$ cat src/rtl/mem_arb_pkg.sv
// Shared types for the memory port arbiter: FSM states, transaction owner
// and the byte-enable width helper.
package mem_arb_pkg;

  typedef enum logic [1:0] {
    IDLE  = 2'd0,
    ISSUE = 2'd1,
    RESP  = 2'd2
  } arb_state_t;

  typedef enum logic {
    FETCH = 1'b0,
    DATA  = 1'b1
  } arb_owner_t;

  // One enable bit per byte of the data word.
  function automatic int BE_WIDTH(input int data_width);
    return data_width / 8;
  endfunction

endpackage

$ cat src/rtl/mem_arb_starve_ctr.sv
// Fetch starvation guard: counts data grants made while fetch is waiting and
// flags when fetch must win the next tie. Only instantiated when
// MEM_ARB_STARVE_GUARD_EN is defined.
module mem_arb_starve_ctr #(
  parameter int STARVE_LIMIT = 4
) (
  input  logic i_clk,
  input  logic i_reset_n,
  input  logic i_data_grant,   // data grant made while fetch request is pending
  input  logic i_fetch_grant,  // fetch grant made this cycle
  output logic o_fetch_first
);

  localparam int CW = $clog2(STARVE_LIMIT + 1);

  logic [CW-1:0] count;

  // Saturating count of data grants that overtook a waiting fetch.
  always_ff @(posedge i_clk or negedge i_reset_n) begin
    if (!i_reset_n) begin
      count <= '0;
    end else if (i_fetch_grant) begin
      count <= '0;
    end else if (i_data_grant && (count != CW'(STARVE_LIMIT))) begin
      count <= count + CW'(1);
    end
  end

  assign o_fetch_first = (count == CW'(STARVE_LIMIT));

endmodule

$ cat src/rtl/mem_port_arbiter.sv
// Shares one single-ported memory between the instruction-fetch port and the
// load/store port. One transaction at a time: capture in IDLE, hold the
// memory request in ISSUE until accepted, wait for read data in RESP.
// Data port wins ties; defining MEM_ARB_STARVE_GUARD_EN lets fetch win a tie
// after STARVE_LIMIT consecutive data grants that overtook it.
module mem_port_arbiter
  import mem_arb_pkg::*;
#(
  parameter int DATA_WIDTH   = 32,
  parameter int ADDR_WIDTH   = 32,
  parameter int STARVE_LIMIT = 4
) (
  input  logic                            i_clk,
  input  logic                            i_reset_n,
  // instruction-fetch port (read only)
  input  logic                            i_if_req,
  input  logic [ADDR_WIDTH-1:0]           i_if_addr,
  output logic                            o_if_gnt,
  output logic                            o_if_rvalid,
  output logic [DATA_WIDTH-1:0]           o_if_rdata,
  // data port (load/store)
  input  logic                            i_dm_req,
  input  logic                            i_dm_we,
  input  logic [ADDR_WIDTH-1:0]           i_dm_addr,
  input  logic [DATA_WIDTH-1:0]           i_dm_wdata,
  input  logic [BE_WIDTH(DATA_WIDTH)-1:0] i_dm_be,
  output logic                            o_dm_gnt,
  output logic                            o_dm_rvalid,
  output logic [DATA_WIDTH-1:0]           o_dm_rdata,
  // backing memory
  output logic                            o_mem_req,
  output logic                            o_mem_we,
  output logic [ADDR_WIDTH-1:0]           o_mem_addr,
  output logic [DATA_WIDTH-1:0]           o_mem_wdata,
  output logic [BE_WIDTH(DATA_WIDTH)-1:0] o_mem_be,
  input  logic                            i_mem_ready,
  input  logic                            i_mem_rvalid,
  input  logic [DATA_WIDTH-1:0]           i_mem_rdata,
  // pipeline freeze
  output logic                            o_stall_if,
  output logic                            o_stall_mem
);

  localparam int BEW = BE_WIDTH(DATA_WIDTH);

  arb_state_t            state;
  arb_owner_t            owner;
  logic                  cap_we;
  logic [ADDR_WIDTH-1:0] cap_addr;
  logic [DATA_WIDTH-1:0] cap_wdata;
  logic [BEW-1:0]        cap_be;

  logic grant_fetch;
  logic grant_data;
  logic fetch_first;
  logic store_done;
  logic read_done;

`ifdef MEM_ARB_STARVE_GUARD_EN
  mem_arb_starve_ctr #(
    .STARVE_LIMIT (STARVE_LIMIT)
  ) u_starve_ctr (
    .i_clk         (i_clk),
    .i_reset_n     (i_reset_n),
    .i_data_grant  (grant_data & i_if_req),
    .i_fetch_grant (grant_fetch),
    .o_fetch_first (fetch_first)
  );
`else
  // Strict data priority: fetch never wins a tie.
  assign fetch_first = 1'b0;
`endif

  // Pick the winner among pending requests; grants only exist in IDLE.
  always_comb begin
    // NOTE: every signal gets a default first so no path leaves it unassigned and infers a latch.
    grant_fetch = 1'b0;
    grant_data  = 1'b0;
    if ((state == IDLE) && i_reset_n) begin
      if (i_dm_req && !(i_if_req && fetch_first)) begin
        grant_data = 1'b1;
      end else if (i_if_req) begin
        grant_fetch = 1'b1;
      end
    end
  end

  // Transaction FSM plus capture of the winning request's fields.
  always_ff @(posedge i_clk or negedge i_reset_n) begin
    // NOTE: sequential state uses non-blocking assignments so every register samples pre-edge values.
    if (!i_reset_n) begin
      state     <= IDLE;
      owner     <= FETCH;
      cap_we    <= 1'b0;
      cap_addr  <= '0;
      cap_wdata <= '0;
      cap_be    <= '0;
    end else begin
      unique case (state)
        IDLE: begin
          if (grant_data) begin
            owner     <= DATA;
            cap_we    <= i_dm_we;
            cap_addr  <= i_dm_addr;
            cap_wdata <= i_dm_wdata;
            cap_be    <= i_dm_be;
            state     <= ISSUE;
          end else if (grant_fetch) begin
            owner     <= FETCH;
            cap_we    <= 1'b0;
            cap_addr  <= i_if_addr;
            cap_wdata <= '0;
            cap_be    <= '0;
            state     <= ISSUE;
          end
        end
        ISSUE: begin
          if (i_mem_ready) begin
            state <= cap_we ? IDLE : RESP;
          end
        end
        RESP: begin
          if (i_mem_rvalid) begin
            state <= IDLE;
          end
        end
        default: state <= IDLE;
      endcase
    end
  end

  // Stores finish on acceptance; reads finish on returned data in RESP only,
  // so stray memory responses in IDLE/ISSUE never reach a port.
  assign store_done = (state == ISSUE) && i_mem_ready && cap_we;
  assign read_done  = (state == RESP) && i_mem_rvalid;

  assign o_if_gnt    = grant_fetch;
  assign o_dm_gnt    = grant_data;

  assign o_if_rvalid = read_done && (owner == FETCH);
  assign o_dm_rvalid = store_done || (read_done && (owner == DATA));
  assign o_if_rdata  = (read_done && (owner == FETCH)) ? i_mem_rdata : '0;
  assign o_dm_rdata  = (read_done && (owner == DATA))  ? i_mem_rdata : '0;

  assign o_mem_req   = (state == ISSUE);
  assign o_mem_we    = cap_we;
  assign o_mem_addr  = cap_addr;
  assign o_mem_wdata = cap_wdata;
  assign o_mem_be    = cap_be;

  // Stalls follow the held requests, forced low while in reset.
  assign o_stall_if  = i_reset_n && i_if_req && !o_if_rvalid;
  assign o_stall_mem = i_reset_n && i_dm_req && !o_dm_rvalid;

endmodule

$ cat config.mk
export PLATFORM = sky130hd
export DESIGN_NAME = mem_port_arbiter
export DESIGN_NICKNAME = d
export VERILOG_FILES = /design/src/rtl/mem_arb_pkg.sv /design/src/rtl/mem_arb_starve_ctr.sv /design/src/rtl/mem_port_arbiter.sv
export SDC_FILE = /design/constraint.sdc
export NUM_CORES = 1
export LEC_CHECK = 0
export ABC_AREA = 1
export CAP_MARGIN = 20
export CORE_AREA = 2 2 108 110
export CTS_CLUSTER_DIAMETER = 60
export DETAILED_ROUTE_END_ITERATION = 16
export DIE_AREA = 0 0 110 112
export DONT_BUFFER_PORTS = 1
export SYNTH_ARGS = -nofsm -noshare
export SYNTH_HDL_FRONTEND = slang
export SYNTH_SLANG_ARGS = --single-unit
$ cat constraint.sdc
create_clock -name i_clk -period 1.25 [get_ports i_clk]
set_input_delay 0.25 -clock i_clk [delete_from_list [all_inputs] [get_ports i_clk]]
set_output_delay 0.25 -clock i_clk [all_outputs]
set_load 0.02 [all_outputs]
======== Word-level counts from Yosys, hierarchy flattened ========
Index checks and enable logic that the tools add are counted.
Widths: inputs -> output; s select.
cells by class
  equality and inequality tests ........... 5
  muxes and demuxes ....................... 22
  bitwise logic cells ..................... 1
  reductions and logical operators ........ 17
operator list
  operator            count
  $mux 32             6
  $logic_and 1x1->1   10
  $mux 2              5
  $mux 1              8
  $mux 4              2
  $pmux 2 s3          1
  $ne 3x3->1 const B  1
  $reduce_and 3->1    1
  $eq 2x1->1 const B  1
  $eq 2x2->1 const B  1
  $logic_not 1->1     2
  $logic_not 2->1     1
  $ne 2x1->1 const B  1
  $ne 2x2->1 const B  1
  $reduce_and 2->1    1
  $reduce_bool 2->1   1
  $logic_or 1x1->1    1
  $not 1->1           1
word-level totals
  flip-flop bits (word level) ............. 72
  bits of input ports ..................... 139
  word-level logic and storage cells ...... 51
  output and inout port bits .............. 140

======== Longest topological paths before layout ========
  depth in word-level cells ............... 6
  depth in mapped cells ................... 8
  depth with buffers taken out ............ 7

======== Least setup slack after synthesis ========
No wires, ideal clock.
  path kind ............................... flip-flop to output port
  from .................................... register state[0]
  to ...................................... output o_if_rdata[10]
  cell stages (with the launch flop) ...... 7
  path buffers ............................ 1
  required time ........................... 1,000 ps
  arrival ................................. 1,369 ps
  setup slack ............................. -369 ps
  cells stage by stage .................... dfrtp_1 inv_1 nand3_1 nor2_2 inv_2 buf_2 nor2_1
between the ends
  word-level cells in the longest chain between the ends .. 4
ends and longest elaborated chain
  what                    line                     source
  start, declared         mem_port_arbiter.sv:46   arb_state_t state;
  start signal, assigned  mem_port_arbiter.sv:119  state <= cap_we ? IDLE : RESP;
  $eq 2x2->1              mem_port_arbiter.sv:135  assign read_done = (state == RESP) && i_mem_rvalid;
  $logic_and 1x1->1       mem_port_arbiter.sv:135
  $logic_and 1x1->1       n/a
  named net o_if_rvalid   mem_port_arbiter.sv:19   output logic o_if_rvalid,
  $mux 32                 mem_port_arbiter.sv:142  assign o_if_rdata = (read_done && (owner == FETCH)) ? i_mem_rdata : '0;
  end, declared           mem_port_arbiter.sv:20   output logic [DATA_WIDTH-1:0] o_if_rdata,
The timed path passes the listed nets, and every way through them passes these cells.

======== Worst setup path in the final report ========
  from .................................... register state[1]
  to ...................................... register cap_wdata[28], in the netlist o_mem_wdata[28]
between the ends
  word-level cells in the longest chain between the ends .. 5
  elaborated cells on any way between the ends .. 7
  classes of those cells .................. mux (3); reduce/logical (4)
ends and longest elaborated chain
  what                                line                                            source
  $logic_not 2->1 *                   mem_port_arbiter.sv:79, mem_port_arbiter.sv:99
  $logic_and 1x1->1                   mem_port_arbiter.sv:79                          if ((state == IDLE) && i_reset_n) begin
  $mux 1                              mem_port_arbiter.sv:79
  $reduce_bool 2->1 (no source line)  n/a
  $reduce_and 2->1 (no source line)   n/a
  end signal, assigned                mem_port_arbiter.sv:105                         cap_wdata <= i_dm_wdata;
  end, declared                       mem_port_arbiter.sv:50                          logic [DATA_WIDTH-1:0] cap_wdata;
Every way passes the cells marked *; elsewhere a longest branch is shown, timed or not.
A chain may end at the register's enable or synchronous reset.

==> results.md <==
- Net Sw Power: 0.00635 W
- Total wire length: approximately 14 mm
- Number of global-route vias before repair: 3500
- Root Buffer: sky130_fd_sc_hd__clkbuf_16
- Port Buf Inserts: 0
- Sequential share of the synthesized area: 0.495
- Pre-antenna DRT Iters: 5
- ANT cells: 0
- Part of the total power dissipated in sequential elements: 0.413
- Total global-route track usage: 0.192
- Leading area contributor after synthesis: sky130_fd_sc_hd__dfrtp_1
- Cell-internal power: 0.00763 W
- Area share of the leading cell type in the synthesized netlist: 0.495
- I/O Pins: 279
- Cell mode on critical path: sky130_fd_sc_hd__buf_6
- Worst supply voltage drop on vdd: about 1200 uV
- Critical path's largest stage delay: roughly 0.44 ns
- Measured slew at the worst slew-check pin: around 0.53 ns
- Routed vias: 3660
- DR WL met3: 1.22 mm
- Power density over cell area: 2350 nW/um2
- Logic gate share of total power: 0.414
- Clk sink count: between 70 and 80
- Chip Width: 110 um
- Number of unique standard cell types used by synthesis: 17
- Final hold vios: 72
- Run status: complete, but fails checks
- # Max-Cap Violations: 0
- Proportion of power drawn by the clock network: 0.173
- Switching share of power: 0.454
- Leak Pwr: 3.08 nW
- Initial standard-cell utilization of the core: 0.326
- Average detailed-routed wire length per instance: 18.2 um
- Top library cells by usage in the layout, fill and taps aside: 171 x sky130_fd_sc_hd__nand2_1, 74 x sky130_fd_sc_hd__nand2_2, 71 x sky130_fd_sc_hd__dfrtp_1
- Slew Limit Fails: 0
- Number of flip-flops and latches in the synthesized netlist: 72
- Worst-skew pair later-pin latency: between 0.3 and 0.4 ns
- Cell types with the largest area share after synthesis: sky130_fd_sc_hd__dfrtp_1 50%, sky130_fd_sc_hd__nand2_1 29%, sky130_fd_sc_hd__nor2_1 6.9%, sky130_fd_sc_hd__nand3_1 4.7%, sky130_fd_sc_hd__inv_1 3.9%
- Wire length on met2: 6.82 mm
- Residual DRC count: 0
- Max H-tree Level: 3
- RSZ-0062 raised after global routing: true
- Yosys warning total: 0
- Final critical delay including setup and external delays: 1.71 ns
- Number of buffer and inverter stages on the critical path: 5
- Pin count of the biggest net entering global routing: 77
- Family with the most delay on the worst path: buffers and inverters
- Kind of launch point of the worst setup path: register
- Leading cell type in the layout, fill and taps excluded: sky130_fd_sc_hd__nand2_1
- Count of endpoints failing setup in the final report: roughly 140
- DR vias/cell: 4.93
- Area overhead of the layout relative to synthesis: 63.5%
- Number of cells in the finished layout apart from fillers: 742
- Post-route clock skew: 0.00528 ns
- TritonCTS clock tree: done
- Cell count after synthesis: 530
- Total placed cells including tap cells: 689
- Placer Congestion: 0.778
- Die outline area: between 10000 and 15000 um2
- DP HPWL: 7.63 mm
- Mapped cell area: 3640 um2
- Final hold slack: -0.387 ns
- Part of the cycle the worst path needs: 1.36
- Fill cell instance count of the final layout: 1010
- Max Root-Sink Buffers: 2
- Category of the critical setup timing path: reg -> reg
- Arrival time at the worst endpoint: 1.92 ns
- Clock-pin slew reported for the worst setup and hold paths after clock tree synthesis: 0.06 ns
- Starting DRT DRC Count: 157
- Type of the tightest min-delay check: in -> async
- Met1 layer wirelength in the final routing: 5.32 mm
- CORE AREA: between 10000 and 15000 um2
- Crit end category: register
- Global-route wire length before repair: 17.9 mm
- Top layer used by detailed routing: met4
- Site row count: 39
- Critical-path maximum fanout: 6
- Vertical die dimension: 112 um
- Overflow left after global routing: 0
- Fraction of layout instances using a drive strength above 1: 0.442
- Max-slew headroom: 0.648
- Maximum clock frequency: 0.586 GHz
- Antenna Nets Post-Route: 0
- TNS Setup: -53.98 ns
- Avg Cell Area, Syn: 6.87 um2
- Crit path max-delay cell type: sky130_fd_sc_hd__dfrtp_2
- Net count of the mapped netlist: ~670
- Count of nets after finishing: 733
- CP cell instances: buf_6 > nor2_4 > buf_6 > buf_6 > o211ai_4 > buf_6 > clkbuf_16 > nand2_2 > nand2_1
- Critical path data required time: 1.46 ns
- CTS buffer count: 9
- Final worst-path setup slack: -0.456 ns
- Violated checks: hold timing, setup timing
- Antenna violations before repair: 0
state kept, by name, summed over array words and instances (netlist names):
| signal | count |
|---|---|
| o_mem_addr | 32 |
| o_mem_be | 4 |
| o_mem_wdata | 32 |
| o_mem_we | 1 |
| owner | 1 |
| state | 2 |
repair_timing:
action,CTS,global route
buffers inserted,11,7
endpoints found under the hold margin,72,73
pin swaps,11,64
cloned,11,10
resized for setup,34,171
endpoints found under the setup margin,141,142
final cells by class:
class / count / area [um2] / share of cell area
tap: 143 / 179 / 0.0301
clock buffer: 11 / 253 / 0.0425
sequential: 72 / 1800 / 0.303
inverter: 41 / 164 / 0.0275
multi-input combinational: 389 / 2370 / 0.399
timing repair buffer: 81 / 1150 / 0.193
clock inverter: 5 / 31.3 / 0.00526
through the flow:
stage | power (W) | area (um2) | setup slack [ns] | utilization
after CTS | 0.0122 | 5240 | -0.453 | 0.469
after global routing | 0.0147 | 5950 | -0.533 | 0.533
final | 0.0140 | 5950 | -0.456 | 0.533
after floorplan | 0.00757 | 4010 | -0.199 | -
after detailed placement | 0.00864 | 4430 | -0.179 | 0.396
after global placement | 0.00852 | 4430 | -0.145 | 0.396
worst reg2reg max path: cells and delay by family, from the launching register on:
family,cells,cell delay [ns]
buf+inv,5,0.72
flops,1,0.44
simple gates,3,0.27
compound gates,1,0.16
cells in the mapped netlist:
cell type,count
sky130_fd_sc_hd__o211ai_2,1
sky130_fd_sc_hd__clkbuf_1,7
sky130_fd_sc_hd__nor2_4,1
sky130_fd_sc_hd__buf_4,6
sky130_fd_sc_hd__buf_2,16
sky130_fd_sc_hd__nand4_1,1
sky130_fd_sc_hd__dfrtp_1,72
sky130_fd_sc_hd__inv_2,3
sky130_fd_sc_hd__nor2_2,1
sky130_fd_sc_hd__nand2_2,1
sky130_fd_sc_hd__nand3b_1,1
sky130_fd_sc_hd__nor2_1,67
sky130_fd_sc_hd__o21ai_0,2
sky130_fd_sc_hd__nand2_1,278
sky130_fd_sc_hd__o31ai_1,1
sky130_fd_sc_hd__nand3_1,34
sky130_fd_sc_hd__inv_1,38
power by group through the flow:
| stage | combinational (W) | sequential (W) | clock [W] |
|---|---|---|---|
| floorplan | 0.00232 | 0.00525 | 0 |
| global placement | 0.00304 | 0.00548 | 0 |
| detailed placement | 0.00317 | 0.00546 | 0 |
| CTS | 0.00424 | 0.00545 | 0.00250 |
| global route | 0.00626 | 0.00589 | 0.00260 |
| finish | 0.00578 | 0.00577 | 0.00242 |
metal layers:
layer | vias to the layer above | GRT usage
met3 | 14 | 0.0697
met1 | 1729 | 0.217
met2 | 190 | 0.327
li1 | 1727 | -
met4 | 0 | 0.0692
met5 | - | 0
logic make-up after synthesis:
group,Yosys count,synth area share
and+or+nand+nor,384,0.413
buffers and inverters,70,0.0839
DFF,72,0.495
AOI/OAI and AO/OA,4,0.00825
worst paths after layout:
kind	start	to	slack [ns]	depth (start not counted)
worst max-delay path	state[1]$_DFFE_PN0P_	o_mem_wdata[28]$_DFFE_PN0P_	-0.46	9
worst min-delay path	i_reset_n	o_mem_wdata[17]$_DFFE_PN0P_	-0.39	0
worst max register to register	state[1]$_DFFE_PN0P_	o_mem_wdata[28]$_DFFE_PN0P_	-0.46	9
worst min register to register	o_mem_addr[14]$_DFFE_PN0P_	o_mem_addr[14]$_DFFE_PN0P_	0.62	2
max in group asynchronous	i_reset_n	o_mem_addr[20]$_DFFE_PN0P_	1.52	0
min in group i_clk	i_dm_wdata[6]	o_mem_wdata[6]$_DFFE_PN0P_	0.03	2
Note: power is estimated with default switching activity, not from simulation.
==> edit 1 (same flow settings) <==
Build with the macro `MEM_ARB_STARVE_GUARD_EN` defined.
--- a/src/rtl/mem_port_arbiter.sv
+++ b/src/rtl/mem_port_arbiter.sv
@@ -4,4 +4,6 @@
 // Data port wins ties; defining MEM_ARB_STARVE_GUARD_EN lets fetch win a tie
 // after STARVE_LIMIT consecutive data grants that overtook it.
+`define MEM_ARB_STARVE_GUARD_EN
+
 module mem_port_arbiter
   import mem_arb_pkg::*;
Check against the original RTL: no difference found for any inputs over 4 cycles, from zero or initial values and one cycle with i_reset_n low; that may be too few to reach the edited logic, so the function may still have changed.
==> edit 1 against the unedited design <==
- non-clock buffer count is 22 lower
- cell area fell by 5.8%
- critical endpoint is now o_if_rdata[31]
- routed wire length shrank 4.0%
- sequential cell count grew 3
- largest cell class unchanged
- worst setup slack worse by 0.053 ns
- largest power group is now sequential cells
- the flow still finishes with violations (negative hold slack, negative setup slack)
- area after synthesis barely moved
- power down 3.7%
- register-to-register slack worse by 0.03 ns
==> edit 1: results <==
# TYPE chip_impl_metric gauge
chip_impl_info{name="run_status",value="finished, violations left"} 1
chip_impl_info{name="failed_checks",value="negative hold slack, negative setup slack"} 1
chip_impl_metric{name="wl_met1",unit="um"} 4600
chip_impl_metric{name="pg_clk",unit="uW"} 3240
chip_impl_metric{name="clock_tree_area_fraction",unit=""} 0.0672
chip_impl_metric{name="multiin_comb",unit=""} 338
chip_impl_metric{name="fin_nets",unit=""} 666
chip_impl_metric{name="power.switching_fraction",unit=""} 0.419
chip_impl_metric{name="synth.lib_cells_used.distinct",unit=""} 20
chip_impl_metric{name="finalNonFillerCells",unit=""} 673
chip_impl_metric{name="irDropWorstVdd",unit="V"} 0.00102
chip_impl_metric{name="slew_headroom",unit=""} 0.787
chip_impl_metric{name="groute.layer.met2.usage",unit=""} 0.369
chip_impl_metric{name="num-nonclk-inverters",unit=""} 42
chip_impl_metric{name="drtIter0Drc",unit=""} 164
chip_impl_metric{name="seq_share",unit=""} 0.335
chip_impl_metric{name="post_cts_buffers",unit=""} 16
chip_impl_metric{name="syn_area_per_cell",unit="um2"} 7.56
chip_impl_metric{name="setup-tns-final",unit="ns"} -56.85
chip_impl_metric{name="preCtsSetupSlack",unit="ns"} -0.232
chip_impl_info{name="leading_post_synthesis_cells_by_cell_area",value="dfrtp_1, nand2_1, nand3_1"} 1
chip_impl_metric{name="wl_met2",unit="um"} 7040
chip_impl_metric{name="fin_ws",unit="ns"} -0.509
chip_impl_metric{name="area_of_combinational_cells_with_multiple_inputs",unit="um2"} 2110
chip_impl_metric{name="power.share.combinational",unit=""} 0.318
chip_impl_metric{name="fin_hold_ws",unit="ns"} -0.390
chip_impl_metric{name="placed_area",unit="um2"} 4510
chip_impl_metric{name="hold_viol",unit=""} 75
chip_impl_metric{name="pwr_density_cell",unit="nW/um2"} 2400
chip_impl_metric{name="post-route-util",unit=""} 0.502
chip_impl_metric{name="setup_violations",unit=""} 146
chip_impl_metric{name="clk_sink_count",unit=""} 75
chip_impl_metric{name="cellLeakagePower",unit="uW"} 0.00271
chip_impl_metric{name="synthAdderAreaFrac",unit=""} 0.00688
chip_impl_metric{name="final.setup_skew",unit="ns"} 0.00698
chip_impl_metric{name="critical-path-max-stage-delay",unit="ns"} 0.39
chip_impl_info{name="synth_commonest_cells",value="nand2_1, dfrtp_1, nand3_1"} 1
chip_impl_metric{name="place.detailed.instances",unit=""} 631
chip_impl_metric{name="nFillCells",unit=""} 998
==> edit 1: changes by cell type in the layout (fill, tap and decap cells not counted), sizes merged, moves of 2 or more <==
cell    before  now
o21ai        2    6
ha           0    2
clkinv       4    1
nand4        1    3
clkbuf      19   13
dfrtp       72   75
buf         69   55
nand3       34   70
bufinv       0    4
nand2      279  184
o211ai       2    0
==> edit 1: path summary, 6_finish.rpt <==
kind                                                endpoint  cells after the start                         startpoint  slack (ns)
max                                           o_if_rdata[31]                      6               state[0]$_DFFE_PN0P_       -0.51
min                               o_mem_addr[14]$_DFFE_PN0P_                      0                          i_reset_n       -0.39
max reg2reg                       o_mem_addr[28]$_DFFE_PN0P_                     11               state[0]$_DFFE_PN0P_       -0.49
min reg2reg                u_starve_ctr.count[1]$_DFFE_PN0P_                      2  u_starve_ctr.count[1]$_DFFE_PN0P_        0.58
max in group asynchronous               state[1]$_DFFE_PN0P_                      0                          i_reset_n        1.49
min in group i_clk                o_mem_wdata[0]$_DFFE_PN0P_                      2                      i_dm_wdata[0]        0.03
==> edit 2 (same flow settings) <==
Made on the original files. Reset style: synchronous (`i_reset_n`), changed in one clocked block.
--- a/src/rtl/mem_port_arbiter.sv
+++ b/src/rtl/mem_port_arbiter.sv
@@ -87,5 +87,5 @@
 
   // Transaction FSM plus capture of the winning request's fields.
-  always_ff @(posedge i_clk or negedge i_reset_n) begin
+  always_ff @(posedge i_clk) begin
     // NOTE: sequential state uses non-blocking assignments so every register samples pre-edge values.
     if (!i_reset_n) begin
Behaviour: differs if i_reset_n is asserted again (counterexample within 4 cycles, from zero or initial values and one cycle with i_reset_n low); with i_reset_n held inactive, the same outputs for 4 cycles.
==> edit 2 against the unedited design <==
- the run ends with negative setup slack left
- sequential share of layout area decreased by 5.3 points
- cell count increased by 10%
- worst setup slack got worse by 0.0022 ns
- core utilization decreased by 1.5 points
- synthesized cell count increased by 15%
- routed wire length decreased by 0.84%
- global-route usage increased by 1.1 points
- fmax decreased by 0.13%
- area after synthesis decreased by 2.6%
- critical path depth decreased by 3
- cell area decreased by 2.9%
- sequential cell count unchanged
- largest cell class unchanged
Power is not compared: it rests on default switching activity, and its combinational part moved more than twofold at a synthesized area within 25%.
==> edit 2: results <==
# TYPE chip_impl_metric gauge
chip_impl_info{name="worst_path_max_delay_cell",value="dfxtp_2"} 1
chip_impl_metric{name="synth.yosys.seq_area_share",unit=""} 0.407
chip_impl_info{name="r2r-start",value="state[0]$_SDFFE_PN0P_"} 1
chip_impl_metric{name="place_hpwl",unit="um"} 8390
chip_impl_info{name="worst_r2r_endpoint",value="o_mem_wdata[26]$_SDFFE_PN0P_"} 1
chip_impl_metric{name="setup_violations",unit=""} 141
chip_impl_metric{name="grt_first_pass_wirelength",unit="um"} 18900
chip_impl_metric{name="finalNonFillerCells",unit=""} 817
chip_impl_metric{name="drive_gt1_frac",unit=""} 0.372
chip_impl_metric{name="grt_start_max_net_pins",unit=""} 42
chip_impl_info{name="run_status",value="finished, violations left"} 1
chip_impl_info{name="failed_checks",value="negative setup slack"} 1
chip_impl_info{name="synth-main-ff-cell",value="dfxtp_1"} 1
chip_impl_metric{name="grt_pass1_vias",unit=""} 3843
chip_impl_metric{name="critical-path-max-stage-delay",unit="ns"} 0.32
chip_impl_metric{name="rrSetupSlack",unit="ns"} -0.42
chip_impl_info{name="synth_commonest_cells",value="nand2_1, nor2_1, inv_1"} 1
chip_impl_metric{name="detail_route.wl_per_cell",unit="um"} 16.4
chip_impl_metric{name="syn_area_per_cell",unit="um2"} 5.83
chip_impl_metric{name="final.setup_skew",unit="ns"} 0.00590
chip_impl_metric{name="drtPass1Iterations",unit=""} 4
chip_impl_metric{name="place.detailed.instances",unit=""} 768
chip_impl_metric{name="cp_data_arrival_time",unit="ns"} 1.46
chip_impl_metric{name="grt_use_total",unit=""} 0.203
chip_impl_info{name="leading_post_synthesis_cells_by_cell_area",value="dfxtp_1, nand2_1, nor2_1"} 1
chip_impl_metric{name="synth.lib_cells_used.distinct",unit=""} 12
chip_impl_metric{name="fin_ws",unit="ns"} -0.458
chip_impl_metric{name="routed_via_density",unit=""} 4.83
chip_impl_metric{name="timing_worst_slew_pin_value",unit="ns"} 0.352
## edit 2: cell count changes after synthesis, moves of 36 or more
cell     change
inv_1       +37
dfxtp_1     +72
nand2_1     -36
dfrtp_1     -72
a21oi_1     +38
nor2_1      +66
## edit 2: final cells by class
cell class	count	area [um2]
well taps	143	179
multi-input cells	426	2380
inverters	75	293
fillers	1052	5400
clock buffers	10	229
repair buffers	86	1200
flip-flops and latches	72	1450
clock inverters	5	58.8
## edit 2: layer usage
layer / routed length, um / share of wire / vias to the layer above / GRT usage
met5: 0 / 0 / - / 0
met4: 399 / 0.030 / 0 / 0.103
met3: 1330 / 0.099 / 31 / 0.0814
met2: 7000 / 0.52 / 198 / 0.365
met1: 4690 / 0.35 / 1812 / 0.195
li1: - / - / 1909 / -
## edit 2: cell families after synthesis
| group | share of synthesized area |
|---|---|
| AO/OA/AOI/OAI | 0.0572 |
| buffers and inverters | 0.121 |
| flip-flops | 0.407 |
| AND/OR/NAND/NOR | 0.415 |
## edit 2: power groups by stage
stage | Sequential (uW) | Combinational (uW) | Clock (uW)
finish | 2780 | 1250 | 2520
global route | 2790 | 1390 | 2680
CTS | 2780 | 1160 | 2600
detailed placement | 2820 | 856 | 0
global placement | 2820 | 826 | 0
floorplan | 2790 | 679 | 0
## edit 2: stage by stage
step                      cell area (um2)  setup TNS, ns  hold slack, ns
after detailed placement             4370          -7.15           0.358
after floorplan                      3920          -6.40           0.398
after global routing                 5780         -61.82          0.0231
after global placement               4370          -3.19           0.352
final                                5780         -50.05          0.0348
after CTS                            5360         -47.41          0.0134
## edit 2: worst max-delay path by stage
stage                          start              to  slack (ns)  depth (start not counted)
3_5_place_dp   state[0]$_SDFFE_PN0P_  o_dm_rdata[16]       -0.17                          6
3_3_place_gp   state[0]$_SDFFE_PN0P_  o_dm_rdata[16]       -0.13                          6
4_1_cts        state[0]$_SDFFE_PN0P_  o_dm_rdata[31]       -0.47                          6
2_1_floorplan  state[0]$_SDFFE_PN0P_  o_if_rdata[21]       -0.13                          6
6_report       state[0]$_SDFFE_PN0P_  o_dm_rdata[18]       -0.46                          6
5_1_grt        state[0]$_SDFFE_PN0P_  o_dm_rdata[18]       -0.54                          6
## edit 2: what timing repair did
item                                    CTS  global route
endpoints found under the setup margin  140           142
setup buffers                            19             7
hold buffers                              1             0
gates resized for setup                  80           110
pin swaps                                31            51
endpoints found under the hold margin     1             0
cloned                                   10             5
